**src/rtl/binary_countdown_4bit_synchronous_pkg.sv**
```systemverilog
// Shared definitions for the 4-bit synchronous countdown timer.
// State encodings and the default prescaler divisor are also used by the board top level.
package binary_countdown_4bit_synchronous_pkg;

  typedef enum logic [1:0] {
    IDLE  = 2'd0,
    COUNT = 2'd1,
    PAUSE = 2'd2,
    DONE  = 2'd3
  } state_t;

  // CLOCK_50 cycles per decrement tick (1 Hz on the board).
  localparam int unsigned TICK_DIV_DEFAULT = 50_000_000;

endpackage

```
**src/rtl/binary_countdown_4bit_synchronous_if.sv**
```systemverilog
// Control and status bundle of the countdown timer.
// The master drives load/start/hold/din; the slave (the timer) returns the count and status.
interface binary_countdown_4bit_synchronous_if #(
  parameter int unsigned WIDTH = 4
);
  logic             load;
  logic             start;
  logic             hold;
  logic [WIDTH-1:0] din;
  logic [WIDTH-1:0] q;
  logic [WIDTH-1:0] qbar;
  logic             tc;
  logic             done;
  logic             busy;

  modport master (
    output load, start, hold, din,
    input  q, qbar, tc, done, busy
  );

  modport slave (
    input  load, start, hold, din,
    output q, qbar, tc, done, busy
  );
endinterface

```
**src/rtl/binary_countdown_4bit_synchronous_tick_prescaler.sv**
```systemverilog
// Tick prescaler for the countdown timer: counts 0..TICK_DIV-1 while enabled,
// freezes while disabled, and issues a one-cycle tick on the last count.
module binary_countdown_4bit_synchronous_tick_prescaler
  import binary_countdown_4bit_synchronous_pkg::*;
#(
  parameter int unsigned TICK_DIV = TICK_DIV_DEFAULT
) (
  input  logic CLOCK_50,
  input  logic reset_n,
  input  logic clr,
  input  logic en,
  output logic tick
);

  localparam int unsigned   CW   = (TICK_DIV > 1) ? $clog2(TICK_DIV) : 1;
  localparam logic [CW-1:0] LAST = CW'(TICK_DIV - 1);

  logic [CW-1:0] div_cnt;

  // A clear in the same cycle wins over a pending tick.
  assign tick = en && !clr && (div_cnt == LAST);

  // Divider count: clear has priority, otherwise advance and wrap while enabled.
  always_ff @(posedge CLOCK_50 or negedge reset_n) begin
    if (!reset_n) begin
      div_cnt <= '0;
    end else if (clr) begin
      div_cnt <= '0;
    end else if (en) begin
      if (div_cnt == LAST) div_cnt <= '0;
      else                 div_cnt <= div_cnt + CW'(1);
    end
  end

endmodule

```
**src/rtl/binary_countdown_4bit_synchronous.sv**
```systemverilog
// 4-bit synchronous countdown timer: parallel load, decrement once per prescaled
// tick, terminal-count flag and one-cycle done pulse.
// Optional macro BINARY_COUNTDOWN_AUTO_RELOAD_EN: reload din after the terminal
// tick and keep counting instead of stopping in DONE.
module binary_countdown_4bit_synchronous
  import binary_countdown_4bit_synchronous_pkg::*;
#(
  parameter int unsigned TICK_DIV = TICK_DIV_DEFAULT,
  parameter int unsigned WIDTH    = 4
) (
  input  logic                                  CLOCK_50,
  input  logic                                  reset_n,
  binary_countdown_4bit_synchronous_if.slave    bus
);

  state_t           state;
  logic [WIDTH-1:0] q;
  logic             done;
  logic             tick;
  logic             clr;
  logic             en;
  logic             start_go;

  assign start_go = (state == IDLE) && bus.start && (q != '0);

`ifdef BINARY_COUNTDOWN_AUTO_RELOAD_EN
  // Set for the one cycle after the terminal tick, while q sits at 0 and done pulses.
  logic reload_pend;

  assign clr = bus.load || start_go || reload_pend;
  assign en  = (state == COUNT) && !bus.hold && !bus.load && !reload_pend;
`else
  assign clr = bus.load || start_go;
  assign en  = (state == COUNT) && !bus.hold && !bus.load;
`endif

  binary_countdown_4bit_synchronous_tick_prescaler #(
    .TICK_DIV (TICK_DIV)
  ) u_prescaler (
    .CLOCK_50 (CLOCK_50),
    .reset_n  (reset_n),
    .clr      (clr),
    .en       (en),
    .tick     (tick)
  );

  // Control FSM and count register; priority load > start > hold > tick.
  always_ff @(posedge CLOCK_50 or negedge reset_n) begin
    if (!reset_n) begin
      state <= IDLE;
      q     <= '0;
      done  <= 1'b0;
`ifdef BINARY_COUNTDOWN_AUTO_RELOAD_EN
      reload_pend <= 1'b0;
`endif
    end else begin
      done <= 1'b0;
`ifdef BINARY_COUNTDOWN_AUTO_RELOAD_EN
      reload_pend <= 1'b0;
`endif
      if (bus.load) begin
        q     <= bus.din;
        state <= IDLE;
      end else begin
        case (state)
          IDLE: begin
            if (bus.start) begin
              if (q != '0) begin
                state <= COUNT;
              end else begin
                state <= DONE;
                done  <= 1'b1;
              end
            end
          end
          COUNT: begin
`ifdef BINARY_COUNTDOWN_AUTO_RELOAD_EN
            if (reload_pend) begin
              if (bus.din != '0) q     <= bus.din;
              else               state <= DONE;
            end else
`endif
            if (bus.hold) begin
              state <= PAUSE;
            end else if (tick) begin
              if (q > WIDTH'(1)) begin
                q <= q - WIDTH'(1);
              end else begin
                q    <= '0;
                done <= 1'b1;
`ifdef BINARY_COUNTDOWN_AUTO_RELOAD_EN
                reload_pend <= 1'b1;
`else
                state <= DONE;
`endif
              end
            end
          end
          PAUSE: begin
            if (!bus.hold) state <= COUNT;
          end
          DONE: begin
            state <= DONE;
          end
          default: state <= IDLE;
        endcase
      end
    end
  end

  assign bus.q    = q;
  assign bus.qbar = ~q;
  assign bus.tc   = (q == '0);
  assign bus.done = done;
  assign bus.busy = (state == COUNT) || (state == PAUSE);

endmodule

```
**src/flat_wrapper.sv**
```systemverilog
// flat-port wrapper written by rule: the top's interface ports become plain ports
module binary_countdown_4bit_synchronous_flat import binary_countdown_4bit_synchronous_pkg::*;
#(
  parameter int unsigned TICK_DIV = TICK_DIV_DEFAULT,
  parameter int unsigned WIDTH    = 4
)
  (CLOCK_50, reset_n, bus_load, bus_start, bus_hold, bus_din, bus_q, bus_qbar, bus_tc, bus_done, bus_busy);
  binary_countdown_4bit_synchronous_if #(.WIDTH(WIDTH)) bus_i ();
  input  logic CLOCK_50;
  input  logic reset_n;
  input wire logic [$bits(bus_i.load)-1:0] bus_load;
  input wire logic [$bits(bus_i.start)-1:0] bus_start;
  input wire logic [$bits(bus_i.hold)-1:0] bus_hold;
  input wire logic [$bits(bus_i.din)-1:0] bus_din;
  output wire logic [$bits(bus_i.q)-1:0] bus_q;
  output wire logic [$bits(bus_i.qbar)-1:0] bus_qbar;
  output wire logic [$bits(bus_i.tc)-1:0] bus_tc;
  output wire logic [$bits(bus_i.done)-1:0] bus_done;
  output wire logic [$bits(bus_i.busy)-1:0] bus_busy;
  assign bus_i.load = bus_load;
  assign bus_i.start = bus_start;
  assign bus_i.hold = bus_hold;
  assign bus_i.din = bus_din;
  assign bus_q = bus_i.q;
  assign bus_qbar = bus_i.qbar;
  assign bus_tc = bus_i.tc;
  assign bus_done = bus_i.done;
  assign bus_busy = bus_i.busy;
  binary_countdown_4bit_synchronous #(.TICK_DIV(TICK_DIV), .WIDTH(WIDTH)) u_core (.CLOCK_50(CLOCK_50), .reset_n(reset_n), .bus(bus_i));
endmodule
```
**config.mk**
```make
export PLATFORM = sky130hd
export DESIGN_NAME = binary_countdown_4bit_synchronous_flat
export DESIGN_NICKNAME = d
export VERILOG_FILES = /design/src/rtl/binary_countdown_4bit_synchronous_pkg.sv /design/src/rtl/binary_countdown_4bit_synchronous_if.sv /design/src/rtl/binary_countdown_4bit_synchronous_tick_prescaler.sv /design/src/rtl/binary_countdown_4bit_synchronous.sv /design/src/flat_wrapper.sv
export SDC_FILE = /design/constraint.sdc
export NUM_CORES = 1
export LEC_CHECK = 0
export CORE_MARGIN = 2
export CORE_UTILIZATION = 45
export CTS_BUF_LIST = sky130_fd_sc_hd__clkbuf_2
export CTS_CLUSTER_SIZE = 10
export DETAILED_ROUTE_END_ITERATION = 10
export GPL_ROUTABILITY_DRIVEN = 0
export PLACE_DENSITY = 0.65
export SLEW_MARGIN = 25
export SYNTH_ARGS = -nofsm -noshare
export SYNTH_HDL_FRONTEND = slang
export SYNTH_SLANG_ARGS = --single-unit
```
**constraint.sdc**
```tcl
create_clock -name CLOCK_50 -period 3 [get_ports CLOCK_50]
set_input_delay 0.6 -clock CLOCK_50 [delete_from_list [all_inputs] [get_ports CLOCK_50]]
set_output_delay 0.6 -clock CLOCK_50 [all_outputs]
set_load 0.02 [all_outputs]
```
Yosys cells after proc, flatten, opt, wreduce, memory -nomap -nowiden --
Cells that the tools add are included.
Word-level totals: register bits after elaboration 33, input port bits 9
Cells by class: add/sub/neg operators 2, order comparisons 1, equal/unequal tests 9, muxes and demuxes 23, bitwise logic cells 1, reductions and logical operators 19
Operators by type and width (number):
- $mux W26 | 3
- $add A26 B1 Y26 const B | 1
- $eq A26 B26 Y1 const B | 1
- $mux W4 | 5
- $mux W2 | 7
- $pmux W2 S4 | 1
- $logic_and A1 B1 Y1 | 6
- $mux W1 | 6
- $ne A3 B3 Y1 const B | 2
- $reduce_bool A2 Y1 | 3
- $eq A2 B2 Y1 const B | 2
- $gt A4 B1 Y1 const B | 1
- $logic_not A4 Y1 | 1
- $ne A4 B3 Y1 const B | 1
- $ne A4 B4 Y1 const B | 1
- $not A4 Y4 | 1
- $reduce_and A4 Y1 | 1
- $reduce_bool A4 Y1 | 1
- $sub A4 B1 Y4 const B | 1
- $logic_not A1 Y1 | 3
- $reduce_and A3 Y1 | 1
- $eq A2 B1 Y1 const B | 1
- $logic_not A2 Y1 | 1
- $logic_or A1 B1 Y1 | 2
- 2 further kinds | 2

Logic depth before layout (Yosys ltp) --
Gate-level depths: netlist of the first run.
word-level depth 11, mapped depth 9, gate-level depth less buffers 8

Modules after synthesis --
Synthesis of the first run repeated with hierarchy kept, for this count alone.
Second synthesis, totals: cell total of the unflattened synthesis 254, area, all modules 2184.6 um2
By module, submodules not included:
- binary_countdown_4bit_synchronous_tick_prescaler | instances 1, cells each 195, area an instance 1667.8 um2, sequential area each 650.6 um2
- binary_countdown_4bit_synchronous | instances 1, cells each 59, area an instance 516.7 um2, sequential area each 175.2 um2

Worst setup path before layout of the first run --
No wires, ideal clock.
path kind register to register, from register u_core.q[0], in the netlist u_core.bus.q[0], to register u_core.u_prescaler.div_cnt[9], setup time 82 ps, arrival time 2448 ps, data required time 2918 ps, slack 470 ps, stages on the path, launching flop included 10, path buffers 2, period minus slack after synthesis 2530 ps, path through dfrtp_1 > inv_1 > ha_1 > or3b_4 > a311o_1 > o21ba_1 > buf_6 > buf_12 > a41oi_2 > a31oi_1
On the way: cells in the longest elaborated chain, start to end 4, elaborated cells on any way between the ends 5, classes of those cells mux (1); reduce/logical (4)
RTL lines:
- start, declared | RTL line binary_countdown_4bit_synchronous.sv:17 | logic [WIDTH-1:0] q;
- start signal, assigned | RTL line binary_countdown_4bit_synchronous.sv:62 | q <= bus.din;
- start signal, assigned | RTL line binary_countdown_4bit_synchronous.sv:87 | q <= q - WIDTH'(1);
- $reduce_bool A4 Y1 (*) | RTL line binary_countdown_4bit_synchronous.sv:24 | assign start_go = (state == IDLE) && bus.start && (q != '0);
- $logic_and A1 B1 Y1 (*) | RTL line binary_countdown_4bit_synchronous.sv:24
- $logic_or A1 B1 Y1 (*) | RTL line binary_countdown_4bit_synchronous.sv:33 | assign clr = bus.load || start_go;
- $mux W26 or $reduce_bool A2 Y1 (tied branches)
- end signal, assigned | RTL line binary_countdown_4bit_synchronous_tick_prescaler.sv:31 | else div_cnt <= div_cnt + CW'(1);
- end, declared | RTL line binary_countdown_4bit_synchronous_tick_prescaler.sv:18 | logic [CW-1:0] div_cnt;
Mark *: on every way between the ends. The rest lies on a longest branch, timed or not. A chain may end at the register's enable or synchronous reset.

Worst setup path in the final report of the first run --
from register u_core.q[0], in the netlist u_core.bus.q[0], to register u_core.u_prescaler.div_cnt[14]
The elaborated chain is that of the path after synthesis.

==> results.yml, run 1 <==
sta:
  finalSetupTns_ns: 0
  min_period_over_period_pct: 89.04
  grt_setup_unrepaired: "false"
  finalMaxSlewViolations: 0
  finalCriticalPeriod_ns: 2.671
  hold_viol_final: 0
  relSlewSlack_pct: 35.68
  final_critical_path_setup_slack_ns: 0.3288
  worst_slew_pin_slew_ns: 0.9627
  final.setup_skew_ns: 0.01332
  setup_viol_count_final: 0
  clock.fmax_mhz: 374.4
synthesis:
  synth_nets: 246
  ys_types: 50
  async_set_or_reset_flop_fraction_in_the_synthesized_netlist_pct: 100.0
  postSynthCellCount: 229
  synth-seq-area-share_pct: 39.17
  yosys_warnings: 0
  post_synthesis_average_cell_area_um2: 9.206
  synth_edf_count: 0
  synthesis.area_um2: 2108
  synth_ff_type: "sky130_fd_sc_hd__dfrtp_1"
  synth.ff_latch_count: 33
clocking:
  post_cts_repair_setup_buffers: 0
  clk_latency_ns: 0.38
  cts_max_path_buffers: 2
  cts-buffers-inserted: 5
  htree_levels: 2
  cts_tree: "yes"
  worst_setup_hold_path_clk_slew_ns: 0.17
  cts.hold.buffers_added: 0
  cts_num_sinks: 33
  cts_root_buf: "sky130_fd_sc_hd__clkbuf_2"
setup_path:
  timing_endpoint_of_the_critical_path: "u_core.u_prescaler.div_cnt[14]$_DFFE_PN0P_"
  r2r_end: "u_core.u_prescaler.div_cnt[14]$_DFFE_PN0P_"
  reg2reg_setup_slack_ns: 0.33
  crit_start: "u_core.bus.q[0]$_DFFE_PN0P_"
  worst_r2r_path_depth: 7
  endpoint_kind: "flip-flop"
  critical_path_class: "reg2reg"
  cp_max_fo: 13
  worst_setup_path_start_kind: "flip-flop"
  timing.rr.start: "u_core.bus.q[0]$_DFFE_PN0P_"
  crit_arrival_ns: 2.97
  worst_ep_required_time_ns: 3.30
route:
  antenna_violating_nets_post_route: 0
  totalWireLength_mm: 4.521
  routedWlPerCell_um: 15.02
  via_count: 1819
  drt-initial-drc-count: 141
  drt-pass1-iter-count: 4
  remaining_drc_errors: 0
  avgViaCountPerCell: 6.043
placed_design:
  detailedPlacementHpwl_mm: 3.140
  buffer_ports.inserted: 19
  setup_slack_after_placement_ns: 0.3427
final_layout:
  layout_common_cells: "sky130_fd_sc_hd__dfrtp_1 (33), sky130_fd_sc_hd__nand2_1 (18), sky130_fd_sc_hd__clkdlybuf4s50_1 (18)"
  areaGrowthSynthToFinish_pct: 12.23
  insertedDiodeCount: 0
  final_layout_size_suffix_gt1_share_pct: 6.827
  nets: 265
  finish.utilization_pct: 53.24
  layout.cells.most_common: "sky130_fd_sc_hd__dfrtp_1"
floorplan:
  initial_utilization_pct: 47.44
  placeableCoreArea_um2: 4444
  floorplan.die_area_um2: 5248
  io_pins: 20
  fp.dieH_um: 72.45
  std_cell_rows: 24
  die_x_um: 72.45
grt:
  gr-total-overflow: 0
  via_count_of_the_first_global_routing_pass: 1733
  grt_first_pass_wirelength_mm: 8.100
  grt_max_degree: 35
  global_route.usage.total_pct: 19.59
  antenna_found_initial: 0
power:
  power-per-cell-area_nw_per_um2: 448.4
  vdd_drop_max_v: 0.0002158
  finalPower_mw: 1.061
  power.static_leakage_nw: 0.9980
flow_run:
  drv.max_cap_violation_count: 0
outcome:
  outcome: "finished clean"
worst_hold_path:
  type_of_the_worst_min_delay_path: "reg2reg"
[area by class of cell]
class | instances | area [um2]
Inverter | 10 | 37.54
Clock inverter | 3 | 12.51
Fill cell | 423 | 2078
Multi-Input combinational cell | 174 | 1157
Tap cell | 52 | 65.06
Clock buffer | 5 | 25.02
Sequential cell | 33 | 825.8
Timing Repair Buffer | 24 | 242.7
[kinds of logic (layout without fill, tap and decap cells)]
logic type,Yosys count,after routing,synth area share (%)
AOI/OAI and AO/OA,69,69,22.73
DFF,33,33,39.17
buffers and inverters,22,42,5.935
and+or+nand+nor,91,91,24.63
adders and majority gates,8,8,4.748
muxes,5,5,2.374
xor gates and xnor gates,1,1,0.4155
[worst min-delay path by stage]
| stage | start | end | slack [ns] | cells past startpoint |
|---|---|---|---|---|
| 3_3_place_gp | u_core.u_prescaler.div_cnt[25]$_DFFE_PN0P_ | u_core.u_prescaler.div_cnt[25]$_DFFE_PN0P_ | 0.46 | 1 |
| 2_1_floorplan | reset_n | u_core.bus.done$_DFF_PN0_ | 0.30 | 0 |
| 6_report | u_core.u_prescaler.div_cnt[19]$_DFFE_PN0P_ | u_core.u_prescaler.div_cnt[19]$_DFFE_PN0P_ | 0.52 | 1 |
| 4_1_cts | u_core.u_prescaler.div_cnt[19]$_DFFE_PN0P_ | u_core.u_prescaler.div_cnt[19]$_DFFE_PN0P_ | 0.52 | 1 |
| 5_1_grt | u_core.u_prescaler.div_cnt[25]$_DFFE_PN0P_ | u_core.u_prescaler.div_cnt[25]$_DFFE_PN0P_ | 0.55 | 1 |
| 3_5_place_dp | u_core.u_prescaler.div_cnt[19]$_DFFE_PN0P_ | u_core.u_prescaler.div_cnt[19]$_DFFE_PN0P_ | 0.49 | 1 |
[cells in the mapped netlist, drive strengths merged, types with 2 or more instances]
cell    count  area, um2
clkbuf      5      18.77
dfrtp      33      825.8
nor4        6      50.04
or3         3      18.77
inv        10      37.54
and4        5      43.79
a21o        5      37.54
ha          8      100.1
a21oi      12      60.06
o21a        2      15.01
buf         7      68.81
nand3      11      55.05
o21bai      2      15.01
nor2b       4      25.02
o21ai      12      60.05
nand4       8      50.05
nor3b       2      15.01
nor3        6      41.29
and3        3      18.77
nor2       13      48.80
nand2      18      67.56
mux2i       5      50.05
nand2b      6      37.54
a22o        3      26.28
and2        2      12.52
a311o       2      20.02
a31oi      17      106.4
o31a        2      17.52
a41oi       3      41.29
[sequential cells by signal, indices dropped and copies added, names as in the netlist]
register and count:
u_core.bus.q 4, u_core.state 2, u_core.u_prescaler.div_cnt 26, u_core.bus.done 1
[critical path, stage by stage (launching register included)]
cell and delay [ns]:
sky130_fd_sc_hd__dfrtp_1 0.47, sky130_fd_sc_hd__inv_1 0.10, sky130_fd_sc_hd__ha_1 0.22, sky130_fd_sc_hd__or3b_4 0.43, sky130_fd_sc_hd__a311o_1 0.43, sky130_fd_sc_hd__o21bai_1 0.42, sky130_fd_sc_hd__or2_1 0.36, sky130_fd_sc_hd__o31ai_1 0.18
[routing by layer]
metal	GRT usage, %	up-vias	share of wire [%]
met2	29.77	48	43
met5	0	-	0
met1	28.22	863	51
met4	6.379	0	1.2
met3	3.750	9	4.8
li1	-	899	-
[where the power goes]
group	internal, mW	switching [mW]
clock	0.0509	0.150
sequential	0.465	0.0203
combinational	0.156	0.219
[metrics by stage]
step	hold slack (ns)	std cells	instance area [um2]
CTS	0.5180	301	2364
finish	0.5162	301	2366
floorplan	0.3044	229	2108
detailed placement	0.4908	293	2326
global route	0.5537	301	2366
global placement	0.4597	293	2326
[timing repair]
item	CTS	global route
endpoints found under the hold margin	0	0
gates resized for setup	0	1
setup endpoints to repair	0	1
Note: power is estimated with default switching activity, not from simulation.
==> run 2: changes to the inputs <==
CORE_UTILIZATION = 59   (was 45)
CTS_CLUSTER_DIAMETER = 150   (was default)
PLACE_DENSITY = 0.82   (was 0.65)
==> run 2 against run 1 <==
Against the previous run:
- non-clock buffer count is the same
- first-iteration DRC count fell by 9.2%
- sequential power about the same
- sequential share of layout area up 0.11 points
- die area shrank 23%
==> results.yml, run 2 (synthesis results as in run 1) <==
final_layout:
  final_layout_size_suffix_gt1_share_pct: 6.827
  largest_register_ffs: 26
  fin_area_um2: 2359
  fillerInstances: 280
  final-instance-count-excl-fill: 295
  layout_common_cells: "sky130_fd_sc_hd__dfrtp_1 (33), sky130_fd_sc_hd__nand2_1 (18), sky130_fd_sc_hd__clkdlybuf4s50_1 (18)"
  regMostFlops: "u_core.u_prescaler.div_cnt"
  insertedDiodeCount: 0
  largestRegisters: "u_core.u_prescaler.div_cnt x26, u_core.bus.q x4, u_core.state x2"
  layout.cells.most_common: "sky130_fd_sc_hd__dfrtp_1"
  areaGrowthSynthToFinish_pct: 11.87
  nets: 265
grt:
  global_route.usage.total_pct: 25.20
  via_count_of_the_first_global_routing_pass: 1684
  gr-total-overflow: 0
  antenna_found_initial: 0
  grt_first_pass_wirelength_mm: 8.079
  grt_max_degree: 35
sta:
  finalMaxSlewViolations: 0
  hold_viol_final: 0
  finalSetupTns_ns: 0
  final.setup_skew_ns: 0.01922
  clock.fmax_mhz: 371.1
  worst_slew_pin_slew_ns: 0.9607
  relSlewSlack_pct: 35.82
  min_period_over_period_pct: 89.82
  grt_setup_unrepaired: "false"
  finalCriticalPeriod_ns: 2.695
  setup_viol_count_final: 0
setup_path:
  timing.rr.start: "u_core.bus.q[1]$_DFFE_PN0P_"
  worst_ep_required_time_ns: 3.31
  r2r_end: "u_core.u_prescaler.div_cnt[14]$_DFFE_PN0P_"
  critical_path_class: "reg2reg"
  reg2reg_setup_slack_ns: 0.31
  worst_r2r_path_depth: 7
  endpoint_kind: "flip-flop"
  crit_start: "u_core.bus.q[1]$_DFFE_PN0P_"
  timing_endpoint_of_the_critical_path: "u_core.u_prescaler.div_cnt[14]$_DFFE_PN0P_"
  worst_setup_path_start_kind: "flip-flop"
  crit_arrival_ns: 3.01
  cp_max_fo: 13
clocking:
  post_cts_repair_setup_buffers: 0
  clk_latency_ns: 0.39
  cts_num_sinks: 33
  worst_setup_hold_path_clk_slew_ns: 0.17
  htree_levels: 2
  cts_max_path_buffers: 2
  cts_root_buf: "sky130_fd_sc_hd__clkbuf_2"
  cts-buffers-inserted: 5
  cts_tree: "yes"
floorplan:
  io_pins: 20
  placeableCoreArea_um2: 3390
  die_x_um: 63.78
  std_cell_rows: 21
  fp.dieH_um: 63.78
  initial_utilization_pct: 62.20
  floorplan.die_area_um2: 4067
route:
  antenna_violating_nets_post_route: 0
  drt-initial-drc-count: 128
  via_count: 1814
  routedWlPerCell_um: 14.86
  totalWireLength_mm: 4.383
  remaining_drc_errors: 0
  drt-pass1-iter-count: 4
  avgViaCountPerCell: 6.149
placed_design:
  buffer_ports.inserted: 19
  placedCellCount: 287
  detailedPlacementHpwl_mm: 3.044
  area_post_placement_um2: 2318
power:
  power.static_leakage_nw: 0.9976
  finalPower_mw: 1.074
  vdd_drop_max_v: 0.0003499
  power-per-cell-area_nw_per_um2: 455.4
worst_hold_path:
  type_of_the_worst_min_delay_path: "reg2reg"
  worst_hold_path.num_cells: 1
outcome:
  outcome: "finished clean"
flow_run:
  drv.max_cap_violation_count: 0
run 2: through the flow:
step                      util [%]  hold WS, ns  worst slack [ns]
after global placement       68.40       0.4608            0.3783
after floorplan                  -       0.3044            0.4701
after global routing         69.58       0.5169           0.08530
after CTS                    69.51       0.4932            0.1039
final                        69.58       0.4922            0.3053
after detailed placement     68.40       0.4721            0.2905
run 2: worst min-delay path by stage:
stage,start,to,slack [ns]
finish,u_core.u_prescaler.div_cnt[25]$_DFFE_PN0P_,u_core.u_prescaler.div_cnt[25]$_DFFE_PN0P_,0.49
global route,u_core.u_prescaler.div_cnt[25]$_DFFE_PN0P_,u_core.u_prescaler.div_cnt[25]$_DFFE_PN0P_,0.52
CTS,u_core.u_prescaler.div_cnt[25]$_DFFE_PN0P_,u_core.u_prescaler.div_cnt[25]$_DFFE_PN0P_,0.49
detailed placement,u_core.u_prescaler.div_cnt[25]$_DFFE_PN0P_,u_core.u_prescaler.div_cnt[25]$_DFFE_PN0P_,0.47
global placement,u_core.u_prescaler.div_cnt[25]$_DFFE_PN0P_,u_core.u_prescaler.div_cnt[25]$_DFFE_PN0P_,0.46
floorplan,reset_n,u_core.bus.done$_DFF_PN0_,0.30
run 2: critical path: stages (launching register included):
cell	delay (ns)
sky130_fd_sc_hd__dfrtp_1	0.44
sky130_fd_sc_hd__inv_1	0.11
sky130_fd_sc_hd__ha_1	0.23
sky130_fd_sc_hd__or3b_4	0.43
sky130_fd_sc_hd__a311o_1	0.44
sky130_fd_sc_hd__o21bai_1	0.42
sky130_fd_sc_hd__or2_1	0.36
sky130_fd_sc_hd__o31ai_1	0.18
run 2: power by group:
part	internal (mW)	switching, mW
sequential	0.465	0.0206
clock	0.0509	0.156
combinational	0.161	0.221
total	0.677	0.398
run 2: cell type report:
| class | instances | area, um2 | share of cell area [%] |
|---|---|---|---|
| inverter | 10 | 37.54 | 1.592 |
| sequential | 33 | 825.8 | 35.01 |
| clock inverter | 3 | 12.51 | 0.5305 |
| tap | 46 | 57.56 | 2.440 |
| timing repair buffer | 24 | 242.7 | 10.29 |
| clock buffer | 5 | 25.02 | 1.061 |
| multi-input combinational | 174 | 1157 | 49.07 |
run 2: what timing repair did:
| item | in CTS | in global routing |
|---|---|---|
| endpoints found under the setup margin | 0 | 1 |
| resized for setup | 0 | 1 |
| endpoints found under the hold margin | 0 | 0 |
| hold buffers | 0 | 0 |
run 2: metal layers:
metal | vias to the layer above | GRT usage [%] | share of wire (%)
li1 | 902 | - | -
met5 | - | 0 | 0
met2 | 43 | 37.37 | 45
met3 | 6 | 5.986 | 3.9
met1 | 863 | 36.28 | 50
met4 | 0 | 8.424 | 1.3
==> RTL edit 1 (settings of run 2) <==
`WIDTH` is set to 4 in 3 places; all go to 6.
--- a/src/rtl/binary_countdown_4bit_synchronous_if.sv
+++ b/src/rtl/binary_countdown_4bit_synchronous_if.sv
@@ -2,5 +2,5 @@
 // The master drives load/start/hold/din; the slave (the timer) returns the count and status.
 interface binary_countdown_4bit_synchronous_if #(
-  parameter int unsigned WIDTH = 4
+  parameter int unsigned WIDTH = 6
 );
   logic             load;
--- a/src/rtl/binary_countdown_4bit_synchronous.sv
+++ b/src/rtl/binary_countdown_4bit_synchronous.sv
@@ -7,5 +7,5 @@
 #(
   parameter int unsigned TICK_DIV = TICK_DIV_DEFAULT,
-  parameter int unsigned WIDTH    = 4
+  parameter int unsigned WIDTH    = 6
 ) (
   input  logic                                  CLOCK_50,
--- a/src/flat_wrapper.sv
+++ b/src/flat_wrapper.sv
@@ -3,5 +3,5 @@
 #(
   parameter int unsigned TICK_DIV = TICK_DIV_DEFAULT,
-  parameter int unsigned WIDTH    = 4
+  parameter int unsigned WIDTH    = 6
 )
   (CLOCK_50, reset_n, bus_load, bus_start, bus_hold, bus_din, bus_q, bus_qbar, bus_tc, bus_done, bus_busy);
Interface: changed (resized bus_din, bus_q and bus_qbar); port bits go from 20 to 26. No check against the original RTL was run, so the function may have changed too.
==> RTL edit 1 against run 2 <==
- sequential cell count rose by 2
- clock skew decreased by 0.0046 ns
- largest cell class unchanged
- routed wire length increased by 34%
- design area increased by 14%
- final cell count up 15%
- area after synthesis up 12%
- die area rose by 12%
- combinational power up 17%
- total power is 11% higher
- sequential share of layout area fell by 2.5 points
- worst setup slack worse by 0.13 ns
==> RTL edit 1: results (changes against run 2) <==
result of the run=complete, no violations; mux cell area share after synthesis=0.845% (-1.5 points); Top Registers=u_core.u_prescaler.div_cnt: 26 flops, u_core.bus.q: 6 flops, u_core.state: 2 flops; peak per-stage delay on the critical path=0.60 ns (+0.16 ns); Mapped Cells=264 (+15%); worst slack after detailed placement=0.149 ns (-0.141 ns); GRT met2 Usage=41.7% (+4.3 points); slew at the pin closest to its max-slew limit=0.814 ns (-0.147 ns); data arrival time of the worst path=2.23 ns (-0.78 ns); footprint of the multi-input gates=1350 um2 (+17%); clock network fraction of total power=18.3% (-1.0 points); cell with the largest stage delay on the worst path=clkdlybuf4s50_1; adder-cell area share of the yosys netlist=4.23% (-0.52 points); FF-to-FF path depth=9 (+2); share of the synthesized area in compound gates (AO/OA/AOI/OAI)=20.7% (-2.0 points); storage element area=876 um2 (+6.1%); area share of buffers outside the clock network=11.0% (+0.75 points); Layout Skew=0.0146 ns (-0.00465 ns); clock-cell share of area=1.25% (-0.34 points); most frequent cells after synthesis=dfrtp_1, a31oi_1, inv_1; global-route total usage across every layer=28.0% (+2.8 points); XOR/XNOR share of the synthesized area=0.370% (-0.046 points); CP Max Fanout=6 (-7); Final Instance Count excl. Fillers=340 (+15%); Combinational Power=0.000448 W (+17%); clock transition at the registers of the reported paths=0.19 ns (+0.02 ns); type of the tightest min-delay check=in2async; Non-clk bufs=32 (+33%); number of design-rule violations left by the first detailed-router iteration=323 (+150%); Multi-In Gates=196 (+13%); wire per inst=17.2 um (+16%); first-pass detailed-route iteration total=7 (+3)
## RTL edit 1: changes by cell type after synthesis, moves of 4 or more
cell	before	now
or3_1	3	10
a21oi_1	12	3
a21o_1	5	0
nor3_1	5	10
o21ai_1	7	3
nor4_1	4	10
inv_1	10	20
a31oi_1	17	28
## RTL edit 1: critical path: cells and delay by family (launching register included)
kind,cells,cell delay (ns)
buffers and inverters,3,0.79
flip-flops,1,0.48
AND/OR/NAND/NOR,2,0.35
adder cells (fa/ha/maj),1,0.22
## RTL edit 1: worst max-delay path by stage
stage               startpoint                       endpoint  slack [ns]  cells after the start
5_1_grt        u_core.bus.q[0]                         bus_tc        0.05                      6
4_1_cts        u_core.bus.q[0]                         bus_tc        0.04                      6
3_5_place_dp          bus_load  u_core.u_prescaler.div_cnt[0]        0.15                      6
2_1_floorplan  u_core.bus.q[0]                u_core.bus.q[5]        0.63                      8
3_3_place_gp          bus_load                u_core.bus.q[3]        0.24                      6
6_report       u_core.bus.q[0]                         bus_tc        0.17                      6
==> RTL edit 2 (flow settings as in run 2) <==
Without the edit above. Reset style: synchronous (`reset_n`), changed in 2 clocked blocks.
--- a/src/rtl/binary_countdown_4bit_synchronous_tick_prescaler.sv
+++ b/src/rtl/binary_countdown_4bit_synchronous_tick_prescaler.sv
@@ -22,5 +22,5 @@
 
   // Divider count: clear has priority, otherwise advance and wrap while enabled.
-  always_ff @(posedge CLOCK_50 or negedge reset_n) begin
+  always_ff @(posedge CLOCK_50) begin
     if (!reset_n) begin
       div_cnt <= '0;
--- a/src/rtl/binary_countdown_4bit_synchronous.sv
+++ b/src/rtl/binary_countdown_4bit_synchronous.sv
@@ -46,5 +46,5 @@
 
   // Control FSM and count register; priority load > start > hold > tick.
-  always_ff @(posedge CLOCK_50 or negedge reset_n) begin
+  always_ff @(posedge CLOCK_50) begin
     if (!reset_n) begin
       state <= IDLE;
Behaviour: differs if reset_n is asserted again (counterexample within 4 cycles, from zero or initial values and one cycle with reset_n low); with reset_n held inactive, the same outputs for 10 cycles.
==> RTL edit 2 against run 2 <==
- area after synthesis down 15%
- global-route usage up 1.4 points
- sequential cell count unchanged
- worst setup slack better by 0.027 ns
- routed wire length down 9.8%
- fmax up 1.0%
- final cell count down 9.5%
- design area down 12%
- non-clock buffer count down 3
- first-iteration DRC count down 21%
- critical endpoint is now bus_tc
- largest cell class unchanged
Power is not compared: it rests on default switching activity, and its combinational part moved more than twofold at a synthesized area within 25%.
==> RTL edit 2: results (changes against run 2) <==
adder-cell area share of the yosys netlist=6.29% (+1.5 points); end of the worst register-to-register path=u_core.u_prescaler.div_cnt[24]; synthesized net count=233 (-5.3%); vias per inst=5.87 (-4.5%); worst hold slack after final layout=0.510 ns (+0.0181 ns); most frequent cells after synthesis=nor2_1, dfxtp_1, nand2_1; register-to-register setup slack=0.72 ns (+0.41 ns); wire per inst=14.8 um (-0.33%); Syn Area/Cell=8.33 um2 (-9.5%); clock-cell share of area=2.91% (+1.3 points); number of filler cells placed in the layout=228 (-19%); GRT met2 Usage=44.3% (+6.9 points); area share of buffers outside the clock network=9.93% (-0.36 points); synthesized cell area=1790 um2 (-15%); clock insertion delay at the later pin of the skew report=0.41 ns (+0.02 ns); Multi-In Gates=165 (-5.2%); kind of cell adding the most delay to the critical path=buffers and inverters; Non-clk bufs=21 (-13%); number of global-route vias before repair=1597 (-5.2%); share of the synthesized area in compound gates (AO/OA/AOI/OAI)=6.15% (-17 points); met1 routed wirelength after detailed routing=1.79 mm (-18%); result of the run=complete, no violations; met1 GRT Util=32.9% (-3.4 points); launching point of the worst reg2reg path=u_core.state[1]; count of different cell masters after synthesis=39 (-22%); GR Util met3=6.11% (+0.13 points); proportion of cell area occupied by registers=32.0% (-3.0 points); detailed-routed wire length on met3=181 um (+6.5%); wire length of the first global-routing pass=7.02 mm (-13%); most used flip-flop cell after synthesis=dfxtp_1; data arrival time of the worst path=2.07 ns (-0.94 ns); CP Max Fanout=5 (-8); maximum number of pins on one net before global-route repair=27 (-23%); Inst Count DP=260 (-9.4%); capture endpoint of the worst hold path=u_core.u_prescaler.div_cnt[1]; worst slack after detailed placement=0.259 ns (-0.0313 ns); XOR/XNOR share of the synthesized area=12.2% (+12 points)
RTL edit 2: cell count changes in the layout (fill, tap and decap cells not counted), sizes merged, moves of 4 or more:
cell	delta
xnor2	+15
a21oi	-6
a31oi	-16
o21ai	-10
xor2	+9
dfxtp	+33
dfrtp	-33
nor2	+24
nand2b	-4
a21o	-5
RTL edit 2: cells by family after synthesis:
kind of cell    count (synthesis)
simple gates                  111
xor+xnor                       25
buf+inv                        17
compound gates                 17
flops                          33
mux                             3
fa+ha+maj                       9
RTL edit 2: worst max path at each step:
stage	start	end	slack, ns	cells after the start
floorplan	u_core.bus.q[0]	u_core.bus.q[0]	0.52	7
global route	u_core.bus.q[0]	bus_tc	0.20	5
detailed placement	bus_hold	u_core.u_prescaler.div_cnt[23]	0.26	6
CTS	u_core.bus.q[0]	bus_tc	0.32	5
global placement	bus_hold	u_core.u_prescaler.div_cnt[6]	0.38	6
finish	u_core.bus.q[0]	bus_tc	0.33	5
